===== config.mk =====
export PLATFORM = sky130hd
export DESIGN_NAME = tnoc_output_switch
export DESIGN_NICKNAME = d
export VERILOG_FILES = /design/src/rtl/tnoc_pkg.sv /design/src/rtl/tnoc_fifo.sv /design/src/rtl/tnoc_output_switch.sv
export SDC_FILE = /design/constraint.sdc
export NUM_CORES = 1
export LEC_CHECK = 0
export CAP_MARGIN = 5
export CORE_MARGIN = 5
export CORE_UTILIZATION = 46
export CTS_BUF_LIST = sky130_fd_sc_hd__clkbuf_8
export DETAILED_ROUTE_END_ITERATION = 7
export PLACE_DENSITY = 0.83
export SYNTH_ARGS = -nofsm -noshare
export SYNTH_HDL_FRONTEND = slang
export SYNTH_SLANG_ARGS = --single-unit

===== constraint.sdc =====
create_clock -name clk -period 3.4 [get_ports clk]
set_clock_uncertainty 0.05 [all_clocks]
set_input_delay 0.51 -clock clk [delete_from_list [all_inputs] [get_ports clk]]
set_output_delay 0.51 -clock clk [all_outputs]
set_load 0.01 [all_outputs]

===== src/rtl/tnoc_pkg.sv =====
// Shared router types: configuration record, width helpers and the
// output-buffer entry carried between the switch and its FIFO.
package tnoc_pkg;

    typedef struct packed {
        logic [7:0]  virtual_channels;
        logic [15:0] data_width;
    } tnoc_config;

    localparam tnoc_config TNOC_DEFAULT_CONFIG = '{
        virtual_channels: 8'd2,
        data_width:       16'd32
    };

    localparam int TNOC_PORTS = 5;

    // Flit payload width for a given router configuration
    function automatic int tnoc_flit_width(tnoc_config cfg);
        return int'(cfg.data_width);
    endfunction

    // VC index width, never narrower than one bit
    function automatic int tnoc_vc_width(int channels);
        return (channels > 1) ? $clog2(channels) : 1;
    endfunction

    localparam int TNOC_FLIT_WIDTH = tnoc_flit_width(TNOC_DEFAULT_CONFIG);
    localparam int TNOC_VC_WIDTH   = tnoc_vc_width(int'(TNOC_DEFAULT_CONFIG.virtual_channels));

    typedef struct packed {
        logic [TNOC_FLIT_WIDTH-1:0] flit;
        logic [TNOC_VC_WIDTH-1:0]   vc;
        logic                       last;
    } tnoc_output_entry;

endpackage


===== src/rtl/tnoc_fifo.sv =====
// Small synchronous FIFO with first-word fall-through read data.
module tnoc_fifo #(
    parameter int WIDTH = 8,
    parameter int DEPTH = 2
) (
    input  logic             clk,
    input  logic             rst_n,
    input  logic             i_push,
    input  logic             i_pop,
    input  logic [WIDTH-1:0] i_data,
    output logic [WIDTH-1:0] o_data,
    output logic             o_empty,
    output logic             o_full
);

    localparam int PTR_WIDTH = (DEPTH > 1) ? $clog2(DEPTH) : 1;
    localparam int CNT_WIDTH = $clog2(DEPTH + 1);

    logic [WIDTH-1:0]     r_mem [DEPTH];
    logic [PTR_WIDTH-1:0] r_wr_ptr;
    logic [PTR_WIDTH-1:0] r_rd_ptr;
    logic [CNT_WIDTH-1:0] r_count;
    logic                 w_do_push;
    logic                 w_do_pop;

    function automatic logic [PTR_WIDTH-1:0] next_ptr(logic [PTR_WIDTH-1:0] ptr);
        return (ptr == PTR_WIDTH'(DEPTH - 1)) ? '0 : ptr + 1'b1;
    endfunction

    assign o_empty   = (r_count == '0);
    assign o_full    = (r_count == CNT_WIDTH'(DEPTH));
    assign o_data    = r_mem[r_rd_ptr];
    assign w_do_pop  = i_pop && !o_empty;
    assign w_do_push = i_push && (!o_full || w_do_pop);

    // Pointer and occupancy bookkeeping
    always_ff @(posedge clk or negedge rst_n) begin
        if (!rst_n) begin
            r_wr_ptr <= '0;
            r_rd_ptr <= '0;
            r_count  <= '0;
        end else begin
            if (w_do_push) begin
                r_wr_ptr <= next_ptr(r_wr_ptr);
            end
            if (w_do_pop) begin
                r_rd_ptr <= next_ptr(r_rd_ptr);
            end
            if (w_do_push && !w_do_pop) begin
                r_count <= r_count + 1'b1;
            end else if (w_do_pop && !w_do_push) begin
                r_count <= r_count - 1'b1;
            end
        end
    end

    // Storage array; contents are meaningless until written, so no reset
    always_ff @(posedge clk) begin
        if (w_do_push) begin
            r_mem[r_wr_ptr] <= i_data;
        end
    end

endmodule


===== src/rtl/tnoc_output_switch.sv =====
// Router output stage: switches the granted input port into a 2-entry
// buffer and forwards flits downstream under per-VC credit control.
module tnoc_output_switch
    import tnoc_pkg::*;
#(
    parameter  tnoc_config CONFIG     = TNOC_DEFAULT_CONFIG,
    parameter  int         CREDITS    = 4,
    localparam int         CHANNELS   = int'(CONFIG.virtual_channels),
    localparam int         FLIT_WIDTH = tnoc_flit_width(CONFIG),
    localparam int         VC_WIDTH   = tnoc_vc_width(CHANNELS)
) (
    input  logic                                 clk,
    input  logic                                 rst_n,
    input  logic [TNOC_PORTS-1:0]                i_output_grant,
    output logic                                 o_output_free,
    output logic [CHANNELS-1:0]                  o_vc_available,
    input  logic [TNOC_PORTS-1:0]                i_valid,
    output logic [TNOC_PORTS-1:0]                o_ready,
    input  logic [TNOC_PORTS-1:0][FLIT_WIDTH-1:0] i_flit,
    input  logic [TNOC_PORTS-1:0][VC_WIDTH-1:0]  i_vc,
    input  logic [TNOC_PORTS-1:0]                i_last,
    output logic                                 o_valid,
    output logic [FLIT_WIDTH-1:0]                o_flit,
    output logic [VC_WIDTH-1:0]                  o_vc,
    output logic                                 o_last,
    input  logic [CHANNELS-1:0]                  i_credit_return
);

    localparam int CNT_WIDTH   = $clog2(CREDITS + 1);
    localparam int ENTRY_WIDTH = $bits(tnoc_output_entry);

    tnoc_output_entry        w_in_entry;
    tnoc_output_entry        w_head;
    logic                    w_grant_held;
    logic                    w_accept;
    logic                    w_pop;
    logic                    w_buf_full;
    logic                    w_buf_empty;
    logic [CHANNELS-1:0]     w_vc_available;

    logic                    r_packet_done;
    logic                    r_in_packet;
    logic [TNOC_PORTS-1:0]   r_prev_grant;
    logic                    r_output_free;
    logic                    r_valid;
    logic [FLIT_WIDTH-1:0]   r_flit;
    logic [VC_WIDTH-1:0]     r_vc;
    logic                    r_last;

    // The controller keeps the old grant for one cycle after a tail;
    // block it until the grant changes or drops so the next packet
    // cannot slip in under the stale grant.
    assign w_grant_held = r_packet_done && (i_output_grant == r_prev_grant);
    assign o_ready      = (w_grant_held || w_buf_full) ? '0 : i_output_grant;
    assign w_accept     = |(i_valid & o_ready);

    // Grant-driven mux of the selected input's flit fields
    always_comb begin
        w_in_entry = '0;
        for (int j = 0; j < TNOC_PORTS; j++) begin
            if (i_output_grant[j]) begin
                w_in_entry.flit = i_flit[j];
                w_in_entry.vc   = i_vc[j];
                w_in_entry.last = i_last[j];
            end
        end
    end

    tnoc_fifo #(
        .WIDTH (ENTRY_WIDTH),
        .DEPTH (2)
    ) u_output_buffer (
        .clk     (clk),
        .rst_n   (rst_n),
        .i_push  (w_accept),
        .i_pop   (w_pop),
        .i_data  (w_in_entry),
        .o_data  (w_head),
        .o_empty (w_buf_empty),
        .o_full  (w_buf_full)
    );

    assign w_pop          = !w_buf_empty && w_vc_available[w_head.vc];
    assign o_vc_available = w_vc_available;

    for (genvar v = 0; v < CHANNELS; v++) begin : g_credit
        logic                 w_dec;
        logic                 w_inc;
        logic [CNT_WIDTH-1:0] r_count;

        assign w_dec             = w_pop && (w_head.vc == VC_WIDTH'(v));
        assign w_inc             = i_credit_return[v];
        assign w_vc_available[v] = (r_count != '0);

        // Per-VC credit counter; a coincident send and return cancel out
        always_ff @(posedge clk or negedge rst_n) begin
            if (!rst_n) begin
                r_count <= CNT_WIDTH'(CREDITS);
            end else if (w_inc && !w_dec) begin
                if (r_count != CNT_WIDTH'(CREDITS)) begin
                    r_count <= r_count + 1'b1;
                end
            end else if (w_dec && !w_inc) begin
                r_count <= r_count - 1'b1;
            end
        end

        a_credit_overflow: assert property (@(posedge clk) disable iff (!rst_n)
            !(w_inc && !w_dec && (r_count == CNT_WIDTH'(CREDITS))));
    end

    // Packet framing: tail tracking for the held-grant gate and the free pulse
    always_ff @(posedge clk or negedge rst_n) begin
        if (!rst_n) begin
            r_packet_done <= 1'b0;
            r_in_packet   <= 1'b0;
            r_prev_grant  <= '0;
            r_output_free <= 1'b0;
        end else begin
            r_prev_grant  <= i_output_grant;
            r_output_free <= w_accept && w_in_entry.last;
            if (w_accept && w_in_entry.last) begin
                r_packet_done <= 1'b1;
            end else if ((i_output_grant == '0) || (i_output_grant != r_prev_grant)) begin
                r_packet_done <= 1'b0;
            end
            if (w_accept) begin
                r_in_packet <= !w_in_entry.last;
            end
        end
    end

    // Registered send stage; payload holds its last value when idle
    always_ff @(posedge clk or negedge rst_n) begin
        if (!rst_n) begin
            r_valid <= 1'b0;
            r_flit  <= '0;
            r_vc    <= '0;
            r_last  <= 1'b0;
        end else if (w_pop) begin
            r_valid <= 1'b1;
            r_flit  <= w_head.flit;
            r_vc    <= w_head.vc;
            r_last  <= w_head.last;
        end else begin
            r_valid <= 1'b0;
        end
    end

    assign o_output_free = r_output_free;
    assign o_valid       = r_valid;
    assign o_flit        = r_flit;
    assign o_vc          = r_vc;
    assign o_last        = r_last;

    a_grant_onehot: assert property (@(posedge clk) disable iff (!rst_n)
        $onehot0(i_output_grant));

    a_grant_stable: assert property (@(posedge clk) disable iff (!rst_n)
        r_in_packet |-> (i_output_grant == r_prev_grant));

    a_vc_range: assert property (@(posedge clk) disable iff (!rst_n)
        w_accept |-> (32'(w_in_entry.vc) < CHANNELS));

endmodule


== Word level (Yosys, flattened, before mapping) ==
Memories as Yosys holds them, arrays and structs flattened.
Index checks and enable logic that the tools add are counted.
W data, S select, Z words.
Word-level totals
  logic and storage cells: 89
  ROM bits: 0
  memory bits (writable): 68
  latch bits: 0
  output and inout port bits: 43
  memories kept: 1
  flip-flop bits (word level): 52
Operators by class
  multiplexer cells: 23
  shifts and indexed selects: 0
  bitwise logic cells: 2
  reduce and logical (&&, ||, !) cells: 35
  equality and inequality tests: 7
  magnitude comparators: 1
  add/sub/neg operators: 8
  $mul: 0
  divide/modulo/power cells: 0
Memories
  u_output_buffer.r_mem: words 2, bits a word 34, rd ports 1, clocked after memory_dff 0, write ports 1, line tnoc_fifo.sv:19  | logic [WIDTH-1:0] r_mem [DEPTH];
Operators with widths (number)
  $mux W34: 5
  $mux W3: 6
  $logic_and A1 B1 Y1: 13
  $mux W1: 9
  $logic_not A1 Y1: 8
  $reduce_bool A2 Y1: 4
  $add A3 B1 Y3 const B: 2
  $ne A3 B3 Y1 const B: 2
  $reduce_bool A3 Y1: 2
  $sub A3 B1 Y3 const B: 2
  $and A5 B5 Y5: 1
  $eq A5 B5 Y1: 1
  $logic_not A5 Y1: 1
  $mux W5: 1
  $ne A5 B5 Y1: 1
  $reduce_or A5 Y1: 1
  $mux W2: 2
  $ne A2 B1 Y1 const B: 2
  $reduce_and A2 Y1: 2
  $logic_or A1 B1 Y1: 3
  $add A1 B1 Y1 const B: 2
  $add A2 B1 Y2 const B: 1
  $eq A2 B2 Y1 const B: 1
  $logic_not A2 Y1: 1
  3 further kinds: 3

== Longest topological paths before layout ==
  word-level depth: 11
  gate-level depth with buffers: 10
  mapped depth without buffers: 8

== Cells and area by module ==
From an unflattened synthesis, not the netlist that was laid out.
Unflattened totals
  cell total of the unflattened synthesis: 499
  area, all modules: 6326.1 um^2
By module, submodules not included
  tnoc_output_switch: times used 1, cells an instance 373, area each 3522.1 um^2
  tnoc_fifo: times used 1, cells an instance 126, area each 2803.9 um^2

== Worst setup path before layout ==
Ideal clock, no wire load.
  path type: input to register
  start point: in i_output_grant[3]
  end point: mem u_output_buffer.r_mem[0][0] (netlist bit), enable pin
  data required time: 2.925 ns
  library setup time: 0.425 ns
  data arrival time: 2.704 ns
  path slack: 0.221 ns
  stages: 5
  path through: clkbuf_1 > a222oi_1 > a21oi_1 > a21bo_2 > nor2_1
Between the ends
  cells in the longest elaborated chain, start to end: 9
RTL lines
  start: declaration: line tnoc_output_switch.sv:14  | input logic [TNOC_PORTS-1:0] i_output_grant,
  $eq A5 B5 Y1: line tnoc_output_switch.sv:53  | assign w_grant_held = r_packet_done && (i_output_grant == r_prev_grant);
  $logic_and A1 B1 Y1: line tnoc_output_switch.sv:53
  $logic_or A1 B1 Y1: line tnoc_output_switch.sv:54  | assign o_ready = (w_grant_held || w_buf_full) ? '0 : i_output_grant;
  $mux W5 (*): line tnoc_output_switch.sv:54
  $and A5 B5 Y5 (*): line tnoc_output_switch.sv:55  | assign w_accept = |(i_valid & o_ready);
  $reduce_or A5 Y1 (*): line tnoc_output_switch.sv:55
  $logic_and A1 B1 Y1 (*): line tnoc_fifo.sv:34  | assign w_do_push = i_push && (!o_full || w_do_pop);
  $mux W1 (*): line tnoc_fifo.sv:59  | if (w_do_push) begin
  $mux W1 (not written as such) (*): line tnoc_fifo.sv:60  | r_mem[r_wr_ptr] <= i_data;
  end: declaration: line tnoc_fifo.sv:19
Mark *: on every way between the ends. The rest lies on a longest branch, timed or not.

== Final worst setup path ==
  start point: in i_output_grant[0]
  end point: out o_ready[2]
Between the ends
  cells in the longest elaborated chain, start to end: 4
RTL lines
  $eq A5 B5 Y1: line tnoc_output_switch.sv:53
  $logic_and A1 B1 Y1: line tnoc_output_switch.sv:53
  $logic_or A1 B1 Y1: line tnoc_output_switch.sv:54
  $mux W5: line tnoc_output_switch.sv:54
  end: declaration: line tnoc_output_switch.sv:18  | output logic [TNOC_PORTS-1:0] o_ready,
No other way between the ends.

==> results.yml <==
sta:
  setup_viol: 0
  tightestPinTransition_ns: 1.06
  hold_viol_final: 0
  fin_ws_ns: 0.290
  grt_setup_unrepaired: "no"
  period_share_pct: 91.5
  fmax_mhz: 322
  setup_tns_ns: 0
  maxSlewHeadroom_pct: 29.5
  min_period_ns: 3.11
  slew_violations: 0
route:
  via_per_inst: 5.69
  vias: 5106
  drc_errors: 0
  wirelength_mm: 17.8
  wl_per_cell_um: 19.8
  ant_nets: 0
  drt_iter0_drc: 305
  drt_first_pass_iters: 5
yosys:
  yosys_warnings: 0
  synth_area_mm2: 0.00610
  syn_area_per_cell_um2: 12.5
  synth_cells: 490
  ys_types: 47
  synth.largest_area_cell: "edfxtp_1"
  ys_ff_latch: 120
  synth_edf_count: 68
  ys_top_cells_by_area: "edfxtp_1, dfrtp_1, mux2_2"
  async_flop_share_pct: 43.3
  synth_nets: 677
  synth_top_area_share_pct: 33.5
  yosysSeqAreaShare_pct: 54.8
  ys.flop_type: "edfxtp_1"
power:
  powerDensity_mw_per_mm2: 754
  p_leak_nw: 3.48
  ir_worst_vdd_mv: 0.360
global_route:
  grt_max_degree: 42
  grt-ovfl-total: 0
  grt.total_usage_pct: 22.7
  antenna_found_initial: 0
  grt_pass1_vias: 5551
  grt_pass1_wl_mm: 28.4
job:
  drv_cap: 0
finish:
  layout_common_cells: "clkdlybuf4s50_1, edfxtp_1, mux2_2"
  area_delta_synth_final_pct: 46.4
  drive_above_1_share_pct: 17.5
  final_area_mm2: 0.00893
  fill_cells: 961
  diodes: 0
  final_common_cell: "clkdlybuf4s50_1"
  fin_nets: 896
placed_design:
  dpl_cell_area_mm2: 0.00852
  hpwl_mm: 12.8
  gp_congestion: 0.865
  io_buffer_count: 226
  pre_cts_slack_ns: 0.317
clock_tree:
  cts_tree: "done"
  numCtsBuffers: 17
  clock_latency_ns: 0.41
  cts-htree-levels: 4
  root_buffer: "clkbuf_8"
  postCtsHoldBufs: 0
  cts_setup_buffers: 0
  clk_path_buf_depth: 2
  cts_sinks: 120
  ctsResizeCount: 0
  cts.clk_slew.worst_paths_ns: 0.07
setup_path:
  cp_slowest_cell: "clkdlybuf4s50_1"
  cp-start-kind: "primary input"
  crit_chain: "clkdlybuf4s50_1 -> xor2_1 -> nor4_1 -> a21oi_1 -> and2_1 -> clkdlybuf4s50_1"
  cp-end-kind: "primary output"
  worstPathRequired_ns: 2.84
  path_common_cell: "clkdlybuf4s50_1"
  cp_max_fo: 5
  critPathBufInv: 2
  arrival_ns: 2.55
  reg2reg_depth: 8
  path_class: "primary input to primary output"
  cp.depth: 6
  cp_top_family: "buffers and inverters"
  slowest_delay_ns: 0.50
floorplanning:
  rows: 42
  dieWidth_um: 125
  die-area_mm2: 0.0157
  coreArea_mm2: 0.0131
  die_h_um: 125
  initial_core_util_pct: 46.5
  io_pins: 227
status:
  status: "complete, no violations"
min_path:
  hp-class: "primary input to asynchronous set/reset pin"
==> power by group <==
group	leakage (nW)	internal, mW	switching [mW]	total, mW
combinational	2.04	1.61	1.34	2.94
clock	0.199	0.727	0.587	1.31
sequential	1.24	2.22	0.262	2.48
==> cell usage after synthesis (all sizes together), types with 2 or more instances <==
library cell  instances
a2111oi               2
a211o                33
a211oi                4
a21o                  3
a21oi                39
a221oi               33
a2bb2oi              33
a311o                 2
and2                  6
and3                  3
buf                   8
clkbuf               34
dfrtp                50
dfstp                 2
edfxtp               68
fa                    2
inv                  39
mux2                 67
nand2                 6
nor2                 11
nor2b                 2
nor3                  2
o211ai                2
o21ai                 4
o22a                  3
o22ai                 2
or2                   2
or4                   2
xnor2                 4
xor2                 10
==> kinds of logic after synthesis <==
kind of cell	count (synthesis)	synth area share, %
mux	68	12.5
fa+ha+maj	3	0.861
buf+inv	82	5.56
flops	120	54.8
compound gates	164	20.9
simple gates	39	3.34
xor+xnor	14	2.01
==> worst reg2reg max path: stages (launching register included) <==
cell and delay (ns):
dfrtp_1 0.44, nor2_1 0.32, nor2_1 0.14, nand2_1 0.09, nand2_1 0.06, fa_1 0.42
or4_1 0.57, and3_1 0.20, a311o_1 0.27
==> layer usage <==
metal	global-route usage, %	part of all wire, %	wire [µm]	up-vias
met5	0	0	0	-
met4	8.55	2.7	480	0
met3	5.93	6.3	1120	31
met2	40.7	52	9290	221
met1	26.0	39	6890	2521
li1	-	-	-	2333
==> metrics by stage <==
stage                     power, mW  util (%)  hold slack, ns  instances
after global placement         5.31      64.9           0.424        866
final                          6.74      68.0          0.0619        898
after global routing           7.14      68.0          0.0757        898
after detailed placement       5.47      64.9           0.438        866
after floorplan                4.26         -           0.164        490
after CTS                      6.80      68.0          0.0528        898
==> registers in the layout, summed over array words and instances, names as in the netlist <==
register and cells:
g_credit.r_count 6, o_flit 32, o_last 1, o_output_free 1
o_valid 1, o_vc 1, r_packet_done 1, r_prev_grant 5
u_output_buffer.r_count 2, u_output_buffer.r_mem 68, u_output_buffer.r_rd_ptr 1, u_output_buffer.r_wr_ptr 1
==> layout make-up <==
class	count	area, µm²	area share, %
multi-input combinational	288	2440	27.3
sequential	120	3350	37.5
tap	176	220	2.46
timing repair buffer	242	2370	26.5
inverter	40	150	1.68
clock inverter	15	176	1.97
clock buffer	17	234	2.62
==> worst paths after layout <==
check / start / end / slack, ns
worst max-delay path: i_output_grant[0] / o_ready[2] / 0.29
worst min-delay path: rst_n / o_flit[10]$_DFFE_PN0P_ / 0.06
worst max register to register: u_output_buffer.r_count[0]$_DFFE_PN0P_ / g_credit[1].r_count[2]$_DFFE_PN1P_ / 0.78
worst min register to register: u_output_buffer.r_count[1]$_DFFE_PN0P_ / u_output_buffer.r_count[1]$_DFFE_PN0P_ / 0.45
max in group asynchronous: rst_n / g_credit[0].r_count[2]$_DFFE_PN1P_ / 2.36
min in group clk: i_output_grant[2] / r_prev_grant[2]$_DFF_PN0_ / 0.25
Note: power is estimated with default switching activity, not from simulation.
